<file path="src/rtl/regs_wb_arbiter.sv">
`default_nettype none
// ============================================================================
// Module   : regs_wb_arbiter
// Purpose  : Round-robin write arbiter for two requesters into a register
//            file, with a sequenced clear-all-registers operation.
// Revision : 1.0  initial release
// ============================================================================
module regs_wb_arbiter #(
    parameter int DW = 32,
    parameter int AW = 5
) (
    input  logic          Clk,
    input  logic          Reset_n,
    input  logic          A_Req,
    input  logic [AW-1:0] A_Addr,
    input  logic [DW-1:0] A_Data,
    output logic          A_Gnt,
    input  logic          B_Req,
    input  logic [AW-1:0] B_Addr,
    input  logic [DW-1:0] B_Data,
    output logic          B_Gnt,
    input  logic          Clr_Start,
    output logic          Busy,
    output logic          Clr_Done,
    output logic          Write_reg,
    output logic [AW-1:0] W_Addr,
    output logic [DW-1:0] W_Data
);

    localparam logic [0:0]    c_IDLE  = 1'b0;
    localparam logic [0:0]    c_CLEAR = 1'b1;
    localparam logic [AW-1:0] c_LAST  = '1;

    logic [0:0]    r_state;
    logic [AW-1:0] r_cnt;
    logic          r_ptr;      // 0: A has priority, 1: B has priority
    logic          r_write;
    logic [AW-1:0] r_waddr;
    logic [DW-1:0] r_wdata;

    logic w_arb_en;
    logic w_a_gnt;
    logic w_b_gnt;

    // Grants are gated by reset so nothing is accepted while held in reset.
    assign w_arb_en = Reset_n && (r_state == c_IDLE) && !Clr_Start;
    assign w_a_gnt  = w_arb_en && A_Req && (!B_Req || !r_ptr);
    assign w_b_gnt  = w_arb_en && B_Req && (!A_Req ||  r_ptr);

    assign A_Gnt     = w_a_gnt;
    assign B_Gnt     = w_b_gnt;
    assign Busy      = (r_state == c_CLEAR);
    assign Clr_Done  = (r_state == c_CLEAR) && (r_cnt == c_LAST);
    assign Write_reg = r_write;
    assign W_Addr    = r_waddr;
    assign W_Data    = r_wdata;

    always_ff @(posedge Clk or negedge Reset_n) begin
        if (!Reset_n) begin
            r_state <= c_IDLE;
            r_cnt   <= '0;
            r_ptr   <= 1'b0;
            r_write <= 1'b0;
            r_waddr <= '0;
            r_wdata <= '0;
        end else begin
            r_write <= 1'b0;
            if (r_state == c_IDLE) begin
                if (Clr_Start) begin
                    r_state <= c_CLEAR;
                    r_cnt   <= '0;
                    r_write <= 1'b1;
                    r_waddr <= '0;
                    r_wdata <= '0;
                end else if (w_a_gnt) begin
                    r_ptr   <= 1'b1;
                    r_write <= (A_Addr != '0);   // register 0 is hard-wired zero
                    r_waddr <= A_Addr;
                    r_wdata <= A_Data;
                end else if (w_b_gnt) begin
                    r_ptr   <= 1'b0;
                    r_write <= (B_Addr != '0);
                    r_waddr <= B_Addr;
                    r_wdata <= B_Data;
                end
            end else begin
                // r_cnt tracks the address currently on W_Addr and wraps to 0.
                r_cnt <= r_cnt + 1'b1;
                if (r_cnt == c_LAST) begin
                    r_state <= c_IDLE;
                end else begin
                    r_write <= 1'b1;
                    r_waddr <= r_cnt + 1'b1;
                    r_wdata <= '0;
                end
            end
        end
    end

endmodule
`default_nettype wire
</file>
<file path="config.mk">
export PLATFORM = sky130hd
export DESIGN_NAME = regs_wb_arbiter
export DESIGN_NICKNAME = d
export VERILOG_FILES = /design/src/rtl/regs_wb_arbiter.sv
export SDC_FILE = /design/constraint.sdc
export NUM_CORES = 1
export LEC_CHECK = 0
export CAP_MARGIN = 20
export CORE_AREA = 2 2 76 78
export CTS_CLUSTER_DIAMETER = 40
export DETAILED_ROUTE_END_ITERATION = 10
export DIE_AREA = 0 0 78 80
export GPL_TIMING_DRIVEN = 0
export PLACE_DENSITY = 0.84
export SETUP_SLACK_MARGIN = 0.05
export SYNTH_ARGS = -nofsm -noshare
export SYNTH_HDL_FRONTEND = slang
export SYNTH_SLANG_ARGS = --single-unit
export TNS_END_PERCENT = 100
</file>
<file path="constraint.sdc">
create_clock -name Clk -period 3.23 [get_ports Clk]
set_clock_uncertainty 0.1 [all_clocks]
set_input_delay 0.646 -clock Clk [delete_from_list [all_inputs] [get_ports Clk]]
set_output_delay 0.646 -clock Clk [all_outputs]
set_load 0.005 [all_outputs]
</file>
==> impl_metrics.prom, run 1 <==
# TYPE chip_impl_metric gauge
chip_impl_info{name="crit_path_end_kind",value="primary output"} 1
chip_impl_metric{name="timing.final.max_slew_violations",unit=""} 0
chip_impl_info{name="synth_largest_area_cell",value="sky130_fd_sc_hd__dfrtp_1"} 1
chip_impl_metric{name="synth.cell_area",unit="mm²"} 0.00223
chip_impl_info{name="worst_setup_path_start_kind",value="input port"} 1
chip_impl_metric{name="clkSinkCount",unit=""} 45
chip_impl_metric{name="postSynthNetCount",unit=""} 301
chip_impl_metric{name="synthDominantCellAreaShare",unit=""} 0.504
chip_impl_metric{name="detailedRoute.firstIterationViolations",unit=""} 93
chip_impl_metric{name="post_synth_num_cell_types",unit=""} 32
chip_impl_metric{name="grt_overflow",unit=""} 0
chip_impl_metric{name="synth_cells",unit=""} 220
chip_impl_info{name="highest-signal-layer",value="met4"} 1
chip_impl_metric{name="p_leak",unit="nW"} 1.71
chip_impl_metric{name="synth.yosys.seq_area_share",unit=""} 0.504
chip_impl_metric{name="cts.reportedPaths.clkPinSlew",unit="ps"} 90
chip_impl_metric{name="drt_wl_total",unit="mm"} 5.69
chip_impl_metric{name="area_taken_by_multi_input_logic_gates",unit="µm²"} 995
chip_impl_metric{name="seq_area",unit="mm²"} 0.00113
chip_impl_metric{name="layout_worst_path_cycle_share",unit=""} 0.910
chip_impl_info{name="tritoncts_clock_tree",value="yes"} 1
chip_impl_metric{name="finalNetCount",unit=""} 429
chip_impl_metric{name="placeableCoreArea",unit="mm²"} 0.00541
chip_impl_metric{name="crit_path_max_fanout",unit=""} 7
chip_impl_metric{name="antenna_left",unit=""} 0
chip_impl_info{name="grt_setup_unrepaired",value="false"} 1
chip_impl_metric{name="cts_hold_buf",unit=""} 0
chip_impl_metric{name="area_delta_synth_final",unit="%"} 63.6
chip_impl_metric{name="finalWorstPathRequiredPeriod",unit="ps"} 2940
chip_impl_metric{name="fmax",unit="GHz"} 0.340
chip_impl_metric{name="max_slew.worst_pin.slew",unit="ps"} 422
chip_impl_metric{name="pwr_density_cell",unit="mW/mm²"} 471
chip_impl_metric{name="worst_slack",unit="ps"} 291
chip_impl_metric{name="grt_antenna_before_repair",unit=""} 0
chip_impl_metric{name="post-dp-hpwl",unit="mm"} 4.53
chip_impl_metric{name="num_io_pins",unit=""} 121
chip_impl_metric{name="max_ffs_per_register",unit=""} 32
chip_impl_metric{name="wl_met2",unit="mm"} 2.84
chip_impl_info{name="synthTopCellsByArea",value="sky130_fd_sc_hd__dfrtp_1, sky130_fd_sc_hd__mux2i_1, sky130_fd_sc_hd__o21ai_1"} 1
chip_impl_metric{name="initial_util",unit=""} 0.413
chip_impl_metric{name="avg_inst_size_synth",unit="µm²"} 10.2
chip_impl_metric{name="relSlewSlack",unit=""} 0.719
chip_impl_metric{name="hold_viol_final",unit=""} 0
chip_impl_metric{name="crit_required",unit="ps"} 2480
chip_impl_metric{name="holdWs",unit="ps"} 182
chip_impl_info{name="clock_tree.root_cell",value="sky130_fd_sc_hd__clkbuf_8"} 1
chip_impl_metric{name="fillerInstances",unit=""} 437
chip_impl_metric{name="cts_made_buffers",unit=""} 5
chip_impl_metric{name="die_width",unit="µm"} 78
chip_impl_metric{name="wirelength_met1",unit="mm"} 2.29
chip_impl_metric{name="dr_total_vias",unit=""} 2044
chip_impl_metric{name="first_global_vias",unit=""} 2001
chip_impl_metric{name="average_wire_per_standard_cell",unit="µm"} 13.6
chip_impl_metric{name="max-vdd-ir-drop",unit="mV"} 0.319
chip_impl_metric{name="place_congestion",unit=""} 0.716
chip_impl_metric{name="buffer_ports.inserted",unit=""} 120
chip_impl_info{name="result_of_the_run",value="finished, final reports clean"} 1
chip_impl_metric{name="maxCapViolations",unit=""} 0
chip_impl_metric{name="post_cts_setup_repair_bufs",unit=""} 0
chip_impl_info{name="worstHoldPathType",value="input port to asynchronous set/reset pin"} 1
chip_impl_metric{name="die_area",unit="mm²"} 0.00624
chip_impl_metric{name="ffs_latches_synth",unit=""} 45
chip_impl_metric{name="met3WireLength",unit="µm"} 497
chip_impl_metric{name="place_worst_setup_slack",unit="ps"} 178
chip_impl_metric{name="critical_path_arrival",unit="ps"} 2190
chip_impl_metric{name="number_of_diodes_added_for_antenna_fixing",unit=""} 0
chip_impl_metric{name="grt_first_pass_wirelength",unit="mm"} 9.32
chip_impl_metric{name="synthesis_warning_total",unit=""} 0
chip_impl_metric{name="ctsResizeCount",unit=""} 0
chip_impl_metric{name="fraction_of_final_layout_cells_sized_beyond_drive_strength_1",unit=""} 0.0718
chip_impl_metric{name="floorplan.rows",unit=""} 27
chip_impl_metric{name="drt_drc_violations_left",unit=""} 0
chip_impl_metric{name="dieHeight",unit="µm"} 80
chip_impl_metric{name="detailedRoute.firstPassIterationCount",unit=""} 4
chip_impl_metric{name="grt_start_max_net_pins",unit=""} 27
chip_impl_info{name="critPathKind",value="input port to primary output"} 1
chip_impl_metric{name="clock_latency",unit="ps"} 290
chip_impl_metric{name="clock_tree.buffer_depth",unit=""} 2
chip_impl_metric{name="vias_per_cell",unit=""} 4.87
chip_impl_metric{name="cts_htree_levels",unit=""} 2
chip_impl_metric{name="setup_violations",unit=""} 0
chip_impl_metric{name="total_global_routing_track_utilization",unit=""} 0.188
==> cell families (layout without fill, tap and decap cells) <==
| kind of cell | Yosys count | after routing | synth area share |
|---|---|---|---|
| AO/OA/AOI/OAI | 63 | 63 | 0.161 |
| XOR/XNOR | 1 | 1 | 0.00392 |
| adder cells (fa/ha/maj) | 2 | 2 | 0.0112 |
| buffers and inverters | 17 | 145 | 0.0504 |
| flip-flops | 45 | 45 | 0.504 |
| multiplexers | 33 | 33 | 0.148 |
| AND/OR/NAND/NOR | 59 | 59 | 0.122 |
==> layout make-up <==
cell class	instances	area share
Buffer	15	0.0288
Clock buffer	5	0.0188
Clock inverter	2	0.00959
Inverter	2	0.00205
Multi-Input combinational cell	158	0.272
Sequential cell	45	0.308
Tap cell	72	0.0247
Timing Repair Buffer	121	0.336
==> synthesized netlist by cell type <==
library cell / number
sky130_fd_sc_hd__and3_1: 6
sky130_fd_sc_hd__a31oi_1: 1
sky130_fd_sc_hd__xor2_1: 1
sky130_fd_sc_hd__mux2i_1: 33
sky130_fd_sc_hd__o21bai_1: 2
sky130_fd_sc_hd__nand2_4: 1
sky130_fd_sc_hd__buf_4: 1
sky130_fd_sc_hd__nand3_1: 1
sky130_fd_sc_hd__or4_1: 2
sky130_fd_sc_hd__a21o_1: 4
sky130_fd_sc_hd__or3_1: 1
sky130_fd_sc_hd__nor3_1: 1
sky130_fd_sc_hd__clkbuf_4: 2
sky130_fd_sc_hd__a22o_1: 3
sky130_fd_sc_hd__dfrtp_1: 45
sky130_fd_sc_hd__o21ai_0: 2
sky130_fd_sc_hd__and2_1: 1
sky130_fd_sc_hd__o21ai_1: 36
sky130_fd_sc_hd__nand2_1: 34
sky130_fd_sc_hd__inv_1: 2
sky130_fd_sc_hd__a21boi_0: 5
sky130_fd_sc_hd__buf_2: 6
sky130_fd_sc_hd__buf_6: 4
sky130_fd_sc_hd__a21oi_1: 9
sky130_fd_sc_hd__nor2b_1: 1
sky130_fd_sc_hd__o2111ai_1: 1
sky130_fd_sc_hd__ha_1: 2
sky130_fd_sc_hd__nand2b_1: 1
sky130_fd_sc_hd__nor2_1: 8
sky130_fd_sc_hd__nor2_2: 1
sky130_fd_sc_hd__and2_4: 1
sky130_fd_sc_hd__clkbuf_1: 2
==> cell usage in the layout (no fill, tap or decap), drive strengths merged <==
cell and n:
and3 6, mux2i 33, clkinv 1, a21o 4
o21ai 38, a22o 3, nor2b 1, clkdlybuf4s50 119
ha 2, bufinv 1, and2 2, xor2 1
clkbuf 10, a21boi 5, dfrtp 45, buf 12
or3 1, nor2 9, a21oi 9, nand3 1
or4 2, o21bai 2, o2111ai 1, inv 2
nand2b 1, nor3 1, nand2 35, a31oi 1
==> worst max-delay path: stages <==
cell	delay (ps)
sky130_fd_sc_hd__clkdlybuf4s50_1	520
sky130_fd_sc_hd__and2_4	180
sky130_fd_sc_hd__nand2_4	80
sky130_fd_sc_hd__nor3_1	210
sky130_fd_sc_hd__clkdlybuf4s50_1	560
==> power breakdown <==
group	leakage, nW	total, mW	switching, mW	internal, mW
Sequential	0.596	0.716	0.0618	0.654
Combinational	1.06	0.600	0.245	0.355
Clock	0.0540	0.407	0.182	0.225
==> routing by layer <==
layer  GRT usage  vias to the layer above
met4      0.0509                        0
li1            -                     1023
met5           0                        -
met1       0.221                      929
met3      0.0622                        6
met2       0.331                       86
==> worst paths after layout <==
check	cells past startpoint	to	startpoint	slack, ps
worst max-delay path	5	A_Gnt	A_Req	290
worst min-delay path	1	W_Data[5]$_DFFE_PN0P_	Reset_n	180
worst max register to register	10	W_Data[14]$_DFFE_PN0P_	r_cnt[0]$_DFFE_PN0N_	1140
worst min register to register	2	W_Data[4]$_DFFE_PN0P_	W_Data[4]$_DFFE_PN0P_	390
max in group asynchronous	2	W_Data[0]$_DFFE_PN0P_	Reset_n	2410
min in group Clk	2	W_Data[4]$_DFFE_PN0P_	W_Data[4]$_DFFE_PN0P_	390
==> metrics by stage <==
stage / setup TNS [ps] / power (mW) / std cells / area (µm²) / utilization
6_report: 0 / 1.72 / 420 / 3650 / 0.676
5_1_grt: 0 / 1.83 / 420 / 3650 / 0.676
4_1_cts: 0 / 1.75 / 420 / 3650 / 0.675
3_5_place_dp: 0 / 1.34 / 413 / 3550 / 0.656
3_3_place_gp: -31450 / 1.31 / 412 / 3520 / 0.652
2_1_floorplan: 0 / 1.05 / 220 / 2230 / -
Power figures use the tool's default switching activity.
==> run 2, diff against run 1 <==
==> constraint.sdc (replaced) <==
create_clock -name Clk -period 3.6 [get_ports Clk]
set_clock_uncertainty 0.1 [all_clocks]
set_input_delay 0.72 -clock Clk [delete_from_list [all_inputs] [get_ports Clk]]
set_output_delay 0.72 -clock Clk [all_outputs]
set_load 0.005 [all_outputs]
==> impl_metrics.prom, run 2 (synthesis gave the netlist of run 1 again) <==
# TYPE chip_impl_metric gauge
chip_impl_metric{name="hold_viol_final",unit=""} 0
chip_impl_metric{name="max-vdd-ir-drop",unit="mV"} 0.286
chip_impl_metric{name="worst_slack",unit="ps"} 450
chip_impl_metric{name="met3WireLength",unit="µm"} 498
chip_impl_metric{name="setup_violations",unit=""} 0
chip_impl_metric{name="max_ffs_per_register",unit=""} 32
chip_impl_metric{name="setup_tns",unit="ps"} 0
chip_impl_metric{name="grt_overflow",unit=""} 0
chip_impl_metric{name="detailedRoute.firstIterationViolations",unit=""} 93
chip_impl_metric{name="crit_path_max_fanout",unit=""} 26
chip_impl_metric{name="cts_hold_buf",unit=""} 0
chip_impl_metric{name="post_cts_setup_repair_bufs",unit=""} 0
chip_impl_metric{name="maxCapViolations",unit=""} 0
chip_impl_info{name="worstHoldPathType",value="input port to asynchronous set/reset pin"} 1
chip_impl_metric{name="vias_per_cell",unit=""} 4.87
chip_impl_metric{name="die_width",unit="µm"} 78
chip_impl_metric{name="clkSinkCount",unit=""} 45
chip_impl_info{name="clock_tree.root_cell",value="sky130_fd_sc_hd__clkbuf_8"} 1
chip_impl_metric{name="place_congestion",unit=""} 0.716
chip_impl_metric{name="grt_first_pass_wirelength",unit="mm"} 9.32
chip_impl_metric{name="crit_required",unit="ps"} 2780
chip_impl_info{name="startpoint",value="Reset_n"} 1
chip_impl_metric{name="number_of_diodes_added_for_antenna_fixing",unit=""} 0
chip_impl_metric{name="initial_util",unit=""} 0.413
chip_impl_metric{name="stdcell_count",unit=""} 420
chip_impl_metric{name="ctsResizeCount",unit=""} 0
chip_impl_metric{name="place_worst_setup_slack",unit="ps"} 400
chip_impl_metric{name="num_io_pins",unit=""} 121
chip_impl_metric{name="detailedRoute.firstPassIterationCount",unit=""} 4
chip_impl_metric{name="critical_path_arrival",unit="ps"} 2330
chip_impl_info{name="highest-signal-layer",value="met4"} 1
chip_impl_info{name="r2r_start",value="r_cnt[0]$_DFFE_PN0N_"} 1
chip_impl_metric{name="clock_tree.buffer_depth",unit=""} 2
chip_impl_metric{name="grt_antenna_before_repair",unit=""} 0
chip_impl_metric{name="fraction_of_final_layout_cells_sized_beyond_drive_strength_1",unit=""} 0.0718
chip_impl_metric{name="buffer_ports.inserted",unit=""} 120
chip_impl_metric{name="post-dp-hpwl",unit="mm"} 4.53
chip_impl_metric{name="dp.cells",unit=""} 413
chip_impl_info{name="result_of_the_run",value="finished, final reports clean"} 1
chip_impl_metric{name="clock_latency",unit="ps"} 290
chip_impl_metric{name="wirelength_met1",unit="mm"} 2.29
chip_impl_metric{name="die_area",unit="mm²"} 0.00624
chip_impl_metric{name="wl_met2",unit="mm"} 2.84
chip_impl_metric{name="floorplan.rows",unit=""} 27
chip_impl_metric{name="cts_made_buffers",unit=""} 5
chip_impl_metric{name="p_leak",unit="nW"} 1.71
chip_impl_info{name="layout_commonest_cell",value="sky130_fd_sc_hd__clkdlybuf4s50_1"} 1
chip_impl_metric{name="fmax",unit="GHz"} 0.317
chip_impl_metric{name="timing.final.max_slew_violations",unit=""} 0
chip_impl_info{name="layout.cells.most_common_list",value="sky130_fd_sc_hd__clkdlybuf4s50_1, sky130_fd_sc_hd__dfrtp_1, sky130_fd_sc_hd__o21ai_1, sky130_fd_sc_hd__nand2_1, sky130_fd_sc_hd__mux2i_1"} 1
chip_impl_metric{name="first_global_vias",unit=""} 2001
chip_impl_info{name="crit_path_end_kind",value="primary output"} 1
chip_impl_metric{name="total_global_routing_track_utilization",unit=""} 0.188
chip_impl_metric{name="relSlewSlack",unit=""} 0.598
chip_impl_metric{name="max_slew.worst_pin.slew",unit="ps"} 604
chip_impl_metric{name="finalWorstPathRequiredPeriod",unit="ps"} 3150
chip_impl_info{name="tritoncts_clock_tree",value="yes"} 1
chip_impl_metric{name="drt_wl_total",unit="mm"} 5.69
chip_impl_info{name="critPathKind",value="input port to primary output"} 1
chip_impl_metric{name="design_power_total",unit="mW"} 1.54
chip_impl_info{name="worst_setup_path_start_kind",value="input port"} 1
chip_impl_metric{name="fillerInstances",unit=""} 438
chip_impl_metric{name="pwr_density_cell",unit="mW/mm²"} 423
chip_impl_metric{name="dr_total_vias",unit=""} 2044
chip_impl_metric{name="area_delta_synth_final",unit="%"} 63.5
chip_impl_metric{name="placeableCoreArea",unit="mm²"} 0.00541
chip_impl_metric{name="average_wire_per_standard_cell",unit="µm"} 13.6
chip_impl_metric{name="cts.reportedPaths.clkPinSlew",unit="ps"} 90
chip_impl_metric{name="dieHeight",unit="µm"} 80
chip_impl_metric{name="drt_drc_violations_left",unit=""} 0
chip_impl_metric{name="layout_worst_path_cycle_share",unit=""} 0.875
chip_impl_metric{name="grt_start_max_net_pins",unit=""} 27
chip_impl_metric{name="holdWs",unit="ps"} 323
chip_impl_metric{name="antenna_left",unit=""} 0
chip_impl_metric{name="cts_htree_levels",unit=""} 2
chip_impl_metric{name="finalNetCount",unit=""} 429
chip_impl_info{name="grt_setup_unrepaired",value="false"} 1
## run 2: changes by cell type in the layout (fill, tap and decap cells not counted), sizes merged
cell,delta
buf,+1
clkbuf,-1
## run 2: layout make-up
type	instances	area [µm²]	area share
Clock inverter	2	35.0	0.00960
Inverter	2	7.51	0.00206
Buffer	15	105	0.0288
Sequential cell	45	1130	0.308
Timing Repair Buffer	121	1220	0.335
Multi-Input combinational cell	158	995	0.272
Tap cell	72	90.1	0.0247
Clock buffer	5	68.8	0.0188
## run 2: critical path, cell delays in order
cell	delay (ps)
sky130_fd_sc_hd__buf_2	480
sky130_fd_sc_hd__and2_4	270
sky130_fd_sc_hd__nand2_4	80
sky130_fd_sc_hd__nor3_1	210
sky130_fd_sc_hd__clkdlybuf4s50_1	560
## run 2: routing by layer
| layer | vias up | GRT usage |
|---|---|---|
| li1 | 1023 | - |
| met1 | 929 | 0.221 |
| met2 | 86 | 0.331 |
| met3 | 6 | 0.0622 |
| met4 | 0 | 0.0509 |
| met5 | - | 0 |
## run 2: path summary, 6_finish.rpt
kind / end / slack [ps] / cells past startpoint
worst max register to register: W_Data[14]$_DFFE_PN0P_ / 1510 / 10
worst max-delay path: A_Gnt / 450 / 5
min in group Clk: W_Data[4]$_DFFE_PN0P_ / 390 / 2
max in group asynchronous: W_Data[0]$_DFFE_PN0P_ / 2550 / 2
worst min-delay path: W_Data[5]$_DFFE_PN0P_ / 320 / 1
worst min register to register: W_Data[4]$_DFFE_PN0P_ / 390 / 2
## run 2: metrics by stage
| step | area [µm²] | util |
|---|---|---|
| after global routing | 3650 | 0.675 |
| after global placement | 3520 | 0.652 |
| after detailed placement | 3550 | 0.656 |
| final | 3650 | 0.675 |
| after CTS | 3650 | 0.675 |
| after floorplan | 2230 | - |
## run 2: power breakdown
group / internal, mW / total [mW] / leakage, nW / switching, mW
clock network: 0.202 / 0.365 / 0.0540 / 0.163
registers: 0.587 / 0.642 / 0.596 / 0.0555
logic: 0.318 / 0.538 / 1.06 / 0.220
total: 1.11 / 1.54 / 1.71 / 0.438
